`src/rtl/tinyalu_param_pkg.sv`:
```
// Shared types for the parametrised TinyALU: opcode and FSM state encodings
// plus the opcode legality helper used at acceptance.
package tinyalu_param_pkg;

  typedef enum logic [2:0] {
    NO_OP = 3'd0,
    ADD   = 3'd1,
    AND   = 3'd2,
    XOR   = 3'd3,
    MUL   = 3'd4,
    SUB   = 3'd5
  } alu_op_e;

  // State names are prefixed so they do not collide with the MUL opcode.
  typedef enum logic {
    ST_IDLE = 1'b0,
    ST_MUL  = 1'b1
  } state_e;

  function automatic logic is_legal_op(input logic [2:0] op);
    return (op >= 3'd1) && (op <= 3'd5);
  endfunction

endpackage

```
`src/rtl/tinyalu_param_if.sv`:
```
// Driver/monitor bundle of the TinyALU: operands, opcode and start in,
// busy/done/result out.
interface tinyalu_param_if #(
  parameter int WIDTH = 8
) ();
  logic [WIDTH-1:0]   A;
  logic [WIDTH-1:0]   B;
  logic [2:0]         op;
  logic               start;
  logic               busy;
  logic               done;
  logic [2*WIDTH-1:0] result;

  modport master (output A, B, op, start, input busy, done, result);
  modport slave  (input A, B, op, start, output busy, done, result);
endinterface

```
`src/rtl/tinyalu_mult_pipe.sv`:
```
// Multiply path: the product is formed in the first stage, then shifted down
// MULT_STAGES-2 further registers alongside a valid bit.
module tinyalu_mult_pipe #(
  parameter int WIDTH       = 8,
  parameter int MULT_STAGES = 3
) (
  input  logic               clk,
  input  logic               reset_n,
  input  logic               in_valid,
  input  logic [WIDTH-1:0]   in_a,
  input  logic [WIDTH-1:0]   in_b,
  output logic               out_valid,
  output logic [2*WIDTH-1:0] out_product
);

  localparam int N = MULT_STAGES - 1;

  logic [2*WIDTH-1:0] prod_reg [N];
  logic [N-1:0]       valid_reg;

  genvar gi;
  generate
    for (gi = 0; gi < N; gi++) begin : g_stage
      if (gi == 0) begin : g_first
        always_ff @(posedge clk) begin
          if (!reset_n) begin
            valid_reg[gi] <= 1'b0;
            prod_reg[gi]  <= '0;
          end else begin
            valid_reg[gi] <= in_valid;
            prod_reg[gi]  <= {{WIDTH{1'b0}}, in_a} * {{WIDTH{1'b0}}, in_b};
          end
        end
      end else begin : g_next
        always_ff @(posedge clk) begin
          if (!reset_n) begin
            valid_reg[gi] <= 1'b0;
            prod_reg[gi]  <= '0;
          end else begin
            valid_reg[gi] <= valid_reg[gi-1];
            prod_reg[gi]  <= prod_reg[gi-1];
          end
        end
      end
    end
  endgenerate

  assign out_valid   = valid_reg[N-1];
  assign out_product = prod_reg[N-1];

endmodule

```
`src/rtl/tinyalu_param.sv`:
```
// Parametrised TinyALU: single-cycle add/and/xor/sub, multi-cycle multiply
// through tinyalu_mult_pipe, busy interlock and a one-cycle done pulse.
module tinyalu_param
  import tinyalu_param_pkg::*;
#(
  parameter int WIDTH       = 8,
  parameter int MULT_STAGES = 3
) (
  input  logic           clk,
  input  logic           reset_n,
  tinyalu_param_if.slave bus
);

  localparam int CW = (MULT_STAGES > 1) ? $clog2(MULT_STAGES) : 1;

  state_e             state_reg;
  logic [CW-1:0]      cnt_reg;
  logic [WIDTH-1:0]   a_reg;
  logic [WIDTH-1:0]   b_reg;
  alu_op_e            op_reg;
  logic               done_reg;
  logic [2*WIDTH-1:0] result_reg;

  logic               accept;
  logic [2*WIDTH-1:0] ext_a;
  logic [2*WIDTH-1:0] ext_b;
  logic [2*WIDTH-1:0] single_res;
  logic               pipe_in_valid;
  logic               pipe_valid;
  logic [2*WIDTH-1:0] pipe_product;

  assign accept = bus.start && (state_reg == ST_IDLE) && is_legal_op(bus.op);

  always_comb begin
    ext_a      = {{WIDTH{1'b0}}, bus.A};
    ext_b      = {{WIDTH{1'b0}}, bus.B};
    single_res = '0;
    case (bus.op)
      ADD:     single_res = ext_a + ext_b;
      AND:     single_res = ext_a & ext_b;
      XOR:     single_res = ext_a ^ ext_b;
      SUB:     single_res = ext_a - ext_b;
      default: single_res = '0;
    endcase
  end

  // The pipe is fed from the latched operands on the first MUL-state edge.
  assign pipe_in_valid = (state_reg == ST_MUL) && (op_reg == MUL) &&
                         (cnt_reg == CW'(MULT_STAGES - 1));

  tinyalu_mult_pipe #(
    .WIDTH       (WIDTH),
    .MULT_STAGES (MULT_STAGES)
  ) u_mult_pipe (
    .clk         (clk),
    .reset_n     (reset_n),
    .in_valid    (pipe_in_valid),
    .in_a        (a_reg),
    .in_b        (b_reg),
    .out_valid   (pipe_valid),
    .out_product (pipe_product)
  );

  always_ff @(posedge clk) begin
    if (!reset_n) begin
      state_reg  <= ST_IDLE;
      cnt_reg    <= '0;
      a_reg      <= '0;
      b_reg      <= '0;
      op_reg     <= NO_OP;
      done_reg   <= 1'b0;
      result_reg <= '0;
    end else begin
      done_reg <= 1'b0;
      case (state_reg)
        ST_IDLE: begin
          if (accept) begin
            a_reg  <= bus.A;
            b_reg  <= bus.B;
            op_reg <= alu_op_e'(bus.op);
            if (bus.op == MUL) begin
              state_reg <= ST_MUL;
              cnt_reg   <= CW'(MULT_STAGES - 1);
            end else begin
              result_reg <= single_res;
              done_reg   <= 1'b1;
            end
          end
        end
        ST_MUL: begin
          if (cnt_reg != '0) begin
            cnt_reg <= cnt_reg - 1'b1;
          end else if (pipe_valid) begin
            state_reg  <= ST_IDLE;
            result_reg <= pipe_product;
            done_reg   <= 1'b1;
          end
        end
        default: state_reg <= ST_IDLE;
      endcase
    end
  end

  assign bus.busy   = (state_reg == ST_MUL);
  assign bus.done   = done_reg;
  assign bus.result = result_reg;

endmodule

```
`src/flat_wrapper.sv`:
```
// flat-port wrapper written by rule: the top's interface ports become plain ports
module tinyalu_param_flat import tinyalu_param_pkg::*;
#(
  parameter int WIDTH       = 8,
  parameter int MULT_STAGES = 3
)
  (clk, reset_n, bus_A, bus_B, bus_op, bus_start, bus_busy, bus_done, bus_result);
  tinyalu_param_if #(.WIDTH(WIDTH)) bus_i ();
  input  logic clk;
  input  logic reset_n;
  input wire logic [$bits(bus_i.A)-1:0] bus_A;
  input wire logic [$bits(bus_i.B)-1:0] bus_B;
  input wire logic [$bits(bus_i.op)-1:0] bus_op;
  input wire logic [$bits(bus_i.start)-1:0] bus_start;
  output wire logic [$bits(bus_i.busy)-1:0] bus_busy;
  output wire logic [$bits(bus_i.done)-1:0] bus_done;
  output wire logic [$bits(bus_i.result)-1:0] bus_result;
  assign bus_i.A = bus_A;
  assign bus_i.B = bus_B;
  assign bus_i.op = bus_op;
  assign bus_i.start = bus_start;
  assign bus_busy = bus_i.busy;
  assign bus_done = bus_i.done;
  assign bus_result = bus_i.result;
  tinyalu_param #(.WIDTH(WIDTH), .MULT_STAGES(MULT_STAGES)) u_core (.clk(clk), .reset_n(reset_n), .bus(bus_i));
endmodule
```
`config.mk`:
```
export PLATFORM = sky130hd
export DESIGN_NAME = tinyalu_param_flat
export DESIGN_NICKNAME = d
export VERILOG_FILES = /design/src/rtl/tinyalu_param_pkg.sv /design/src/rtl/tinyalu_param_if.sv /design/src/rtl/tinyalu_mult_pipe.sv /design/src/rtl/tinyalu_param.sv /design/src/flat_wrapper.sv
export SDC_FILE = /design/constraint.sdc
export NUM_CORES = 1
export LEC_CHECK = 0
export ABC_AREA = 1
export CAP_MARGIN = 20
export CORE_AREA = 2 2 104 106
export CTS_BUF_LIST = sky130_fd_sc_hd__clkbuf_2 sky130_fd_sc_hd__clkbuf_4 sky130_fd_sc_hd__clkbuf_8
export CTS_CLUSTER_DIAMETER = 60
export DETAILED_ROUTE_END_ITERATION = 8
export DIE_AREA = 0 0 106 108
export PLACE_DENSITY = 0.82
export SETUP_SLACK_MARGIN = 0.2
export SLEW_MARGIN = 0
export SYNTH_ARGS = -nofsm -noshare
export SYNTH_HDL_FRONTEND = slang
export SYNTH_SLANG_ARGS = --single-unit
```
`constraint.sdc`:
```
create_clock -name clk -period 10.3 [get_ports clk]
set_input_delay 3.09 -clock clk [delete_from_list [all_inputs] [get_ports clk]]
set_output_delay 3.09 -clock clk [all_outputs]
set_load 0.1 [all_outputs]
```
Yosys cells after proc, flatten, opt, wreduce, memory -nomap -nowiden
Memory sizes are Yosys's and may differ from the RTL's.
Cells that the tools add are included.
{"block": "op_classes", "addsub": 3, "mul": 1, "n_lt_le_gt_ge": 2, "eq_ne": 13, "muxes": 24, "n_bitwise": 5, "n_reduce_logical": 9}
{"cell": "$mux W16", "count": 6}
{"cell": "$pmux W16 S4", "count": 1}
{"cell": "$pmux W16 S2", "count": 1}
{"cell": "$mul A8 B8 Y16", "count": 1}
{"cell": "$mux W1", "count": 10}
{"cell": "$ne A2 B2 Y1 const B", "count": 5}
{"cell": "$add A8 B8 Y9", "count": 1}
{"cell": "$eq A3 B3 Y1 const B", "count": 3}
{"cell": "$sub A8 B8 Y9", "count": 1}
{"cell": "$and A8 B8 Y8", "count": 1}
{"cell": "$xor A8 B8 Y8", "count": 1}
{"cell": "$eq A3 B2 Y1 const B", "count": 2}
{"cell": "$mux W2", "count": 3}
{"cell": "$logic_and A1 B1 Y1", "count": 5}
{"cell": "$pmux W1 S2", "count": 2}
{"cell": "$pmux W2 S2", "count": 1}
{"cell": "$reduce_and A4 Y1", "count": 1}
{"cell": "$eq A3 B1 Y1 const B", "count": 1}
{"cell": "$ge A3 B1 Y1 const B", "count": 1}
{"cell": "$le A3 B3 Y1 const B", "count": 1}
{"cell": "$reduce_and A3 Y1", "count": 1}
{"cell": "$eq A2 B2 Y1 const B", "count": 1}
{"cell": "$ne A2 B1 Y1 const B", "count": 1}
{"cell": "$or A1 B1 Y1", "count": 2}
{"cell": "4 further kinds", "count": 4}
{"block": "word_totals", "reg_bits": 41, "ram_bits": 32, "input_bits": 22, "output_inout_bits": 18, "word_cells": 67, "mem_count": 1}
{"name": "u_core.u_mult_pipe.prod_reg", "words": 2, "width": 16, "read_ports": 2, "rd_clocked_by_memory_dff": 0, "wr": 2, "line": "tinyalu_mult_pipe.sv:18", "text": "logic [2*WIDTH-1:0] prod_reg [N];"}

Logic depth before layout (Yosys ltp)
{"block": "depth", "depth_word": 5, "mapped_depth": 20, "depth_no_buf": 19}

Modules after synthesis
Synthesis repeated with hierarchy kept, for this count alone.
{"block": "hier_totals", "hier_cells": 824, "area_unflattened_um2": 5799.3}
{"module": "tinyalu_mult_pipe", "instances": 1, "cells_per_inst": 469, "area_per_inst_um2": 3294.4}
{"module": "tinyalu_param", "instances": 1, "cells_per_inst": 355, "area_per_inst_um2": 2504.9}

Worst setup path before layout
No wires, ideal clock.
{"block": "synth_path", "path_type": "input port to flip-flop", "start": "input port bus_A[0]", "end": "register u_core.result_reg[4] (netlist: u_core.bus.result[4])", "setup_time_ns": 0.122, "arrival_ns": 4.475, "path_slack_ns": 5.703, "stages": 12, "path_buffers": 0, "path_cell_list": "inv_1 > ha_1 > inv_1 > fa_1 > nand2_1 > nand3_1 > and2_1 > or2_2 > nand3_1 > nand3_1 > nand2_1 > a21oi_1"}
{"block": "synth_via", "elab_chain_len": 5, "word_cells_on_any_way": 6}
{"element": "from (decl)", "line": "flat_wrapper.sv:11", "text": "input wire logic [$bits(bus_i.A)-1:0] bus_A;"}
{"element": "$sub A8 B8 Y9 or $add A8 B8 Y9 (tied branches)", "line": "tinyalu_param.sv:42, tinyalu_param.sv:39"}
{"element": "$pmux W16 S4 *", "line": "tinyalu_param.sv:38", "text": "case (bus.op)"}
{"element": "$mux W16 *", "line": "tinyalu_param.sv:81", "text": "if (bus.op == MUL) begin"}
{"element": "$mux W16 *", "line": "tinyalu_param.sv:77", "text": "if (accept) begin"}
{"element": "$pmux W16 S2 *", "line": "tinyalu_param.sv:75", "text": "case (state_reg)"}
{"element": "to (signal assigned)", "line": "tinyalu_param.sv:85", "text": "result_reg <= single_res;"}
{"element": "to (signal assigned)", "line": "tinyalu_param.sv:95", "text": "result_reg <= pipe_product;"}
{"element": "to (decl)", "line": "tinyalu_param.sv:22", "text": "logic [2*WIDTH-1:0] result_reg;"}
Mark *: on every way between the ends. The rest lies on a longest branch, timed or not. The select of a mux whose other input is x is not followed.
A chain may end at the register's enable or synchronous reset.

Worst setup path after layout
{"block": "layout_path", "start": "register u_core.state_reg (netlist: u_core.bus.busy)", "end": "output port bus_busy"}
{"element": "from (decl)", "line": "tinyalu_param.sv:16", "text": "state_e state_reg;"}
{"element": "from (signal assigned)", "line": "tinyalu_param.sv:66", "text": "state_reg <= ST_IDLE;"}
{"element": "from (signal assigned)", "line": "tinyalu_param.sv:82", "text": "state_reg <= ST_MUL;"}
{"element": "from (signal assigned)", "line": "tinyalu_param.sv:94", "text": "state_reg <= ST_IDLE;"}
{"element": "to (decl)", "line": "flat_wrapper.sv:15", "text": "output wire logic [$bits(bus_i.busy)-1:0] bus_busy;"}
No word-level cell between the ends.

==> metrics.txt <==
Final Hold Violating Endpoints 0; Leakage 3.432 nW; Synth Instances 770; Reg area 1461 um2; initial antenna violation count 0; count leader, synth inv_1; TritonCTS clock tree yes; top_reg_cell synth dfxtp_1; clock latency at the later pin of the worst-skew pair 0.35 ns; PortBufs 39; Overall Global Routing Usage 0.2337; synth top area cells dfxtp_1, fa_1, ha_1; Synth warnings 0; Seq/Total Area, Yosys 0.2638; Fillers 905; CP Capture Type primary output; die area 11450 um2; pwr dens 126.5 nW/um2; min Tclk post-route 5.663 ns; Reg clk slew, reported paths 0.08 ns; cell area after synthesis 5539 um2; CP Cell Sequence clkdlybuf4s50_1; Int Pwr 0.5084 mW; Peak Freq 0.1766 GHz; number of setup buffers added after CTS 0; largest net degree at the start of global routing 67; drt total wl 12360 um; Comb power frac 0.264; worst slew pin tran 0.9901 ns; area post-placement 5951 um2; vias in the first global route 4659; io pins 40; top cells by count, synth inv_1, nand2_1, a21oi_1; Detail Route Antenna Nets 0; Worst Path Max Fanout 24; Yosys reg bits 73; DRT Pass-1 Iters 5; clock network power share 0.321; Die H 108 um; post-synth top area cell dfxtp_1; critical path's top delay family buffers and inverters; Clock Sink Count 73; layout cells sized above 1 0.03666; Reg2Reg Setup Slack 6.11 ns; Sw Pwr 0.2726 mW; multi-input logic area 3311 um2; Nets 900; post-CTS sizing 0; clock buffer depth 2; final critical-path share of the clock period 0.5498; Slew Limit Fails 0; Post-synth EDFFs 0; syn_area_per_cell 7.194 um2; TNS Setup 0 ns; Async S/R FF share, synth 0; Setup CP Type reg2out; Critical Path AT 2.57 ns; Min-Delay Path Class reg2reg; CP Buf/Inv Count 1; critical path data required time 7.21 ns; endpoints failing setup 0; CTS Buf Count 9; slowest cell on the critical path clkdlybuf4s50_1; first-pass GRT wire length 21380 um; RSZ-0062 raised after global routing no; Post-Syn Nets 884; starting density of the core 0.5414; vias per cell 5.174; GR Overflow Total 0; post-detail-place hpwl 9441 um; Sw Share 0.3490; slowest stage delay, CP 1.28 ns; die width 106 um; max FFs per register 32; Max Cap Viol 0; # H-tree levels 3; remaining routing DRC violations 0; Yosys cell types 35; Synth-to-Final Area Change 11.43%; sequential power share 0.415; vias 4796; Final Instance Area 6172 um2; RePlAce Congestion 0.8924; root buffer cell clkbuf_8; Max VDD drop 0.00009086 V; Fin Clk Skew 0.01036 ns; CP Launch Type register; Core Region 10230 um2; Yosys top cell area share 0.2638; status completed; num rows 37; CTS Hold Bufs 0; DRT iter0 DRCs 364; average routed wire per standard cell 13.33 um; diodes inserted 0; slew margin rel. 0.3379
==> logic make-up (layout without fill, tap and decap cells) <==
logic type	after synthesis	after routing	synth area share
buffers and inverters	200	221	0.1385
AND/OR/NAND/NOR	259	259	0.1979
XOR/XNOR	1	1	0.001581
flip-flops	73	73	0.2638
adder cells (fa/ha/maj)	92	92	0.2593
AO/OA/AOI/OAI	145	145	0.1389
==> metrics by stage <==
step / power, mW / hold slack (ns) / setup slack (ns) / std cells / utilization
after floorplan: 0.4797 / 0.3905 / 5.703 / 770 / -
after global placement: 0.5304 / 0.3939 / 4.974 / 911 / 0.5816
after detailed placement: 0.5346 / 0.3965 / 4.894 / 911 / 0.5816
after CTS: 0.7831 / 0.4100 / 4.628 / 927 / 0.6033
after global routing: 0.8237 / 0.4387 / 4.570 / 927 / 0.6033
final: 0.7810 / 0.4158 / 4.637 / 927 / 0.6033
==> metal layers <==
metal,wire length [um],GRT usage
met4,252,0.08365
met3,542,0.03556
met5,0,0
met1,5359,0.2919
met2,6201,0.4124
==> power by group through the flow <==
stage	Sequential (mW)	Combinational (mW)	Clock, mW
after floorplan	0.355	0.125	0
after global placement	0.330	0.201	0
after detailed placement	0.330	0.205	0
after CTS	0.324	0.206	0.253
after global routing	0.327	0.231	0.266
final	0.324	0.206	0.251
==> worst paths after layout <==
check                                    startpoint                            endpoint  cells after the start
hold / removal    u_core.u_mult_pipe.prod_reg[0][0]   u_core.u_mult_pipe.prod_reg[1][0]                      2
hold reg to reg   u_core.u_mult_pipe.prod_reg[0][0]   u_core.u_mult_pipe.prod_reg[1][0]                      2
setup / recovery                    u_core.bus.busy                            bus_busy                      1
setup reg to reg                    u_core.b_reg[7]  u_core.u_mult_pipe.prod_reg[0][13]                     15
==> layout by cell type (no fill, tap or decap), types with 35 or more instances in the layout <==
master           instances
inv_1                  163
nand2_1                159
fa_1                    38
dfxtp_1                 73
clkdlybuf4s50_1         38
a21oi_1                 74
o21ai_0                 53
nand3_1                 41
nor2_1                  35
ha_1                    54
==> final cells by class <==
cell class                 instances  share of cell area
sequential                        73              0.2368
timing repair buffer              39             0.06244
clock buffer                      10             0.02129
multi-input combinational        497              0.5364
tap                              136             0.02757
clock inverter                     6             0.01460
inverter                         166              0.1010
No activity file was read; power rests on OpenSTA's default activity.
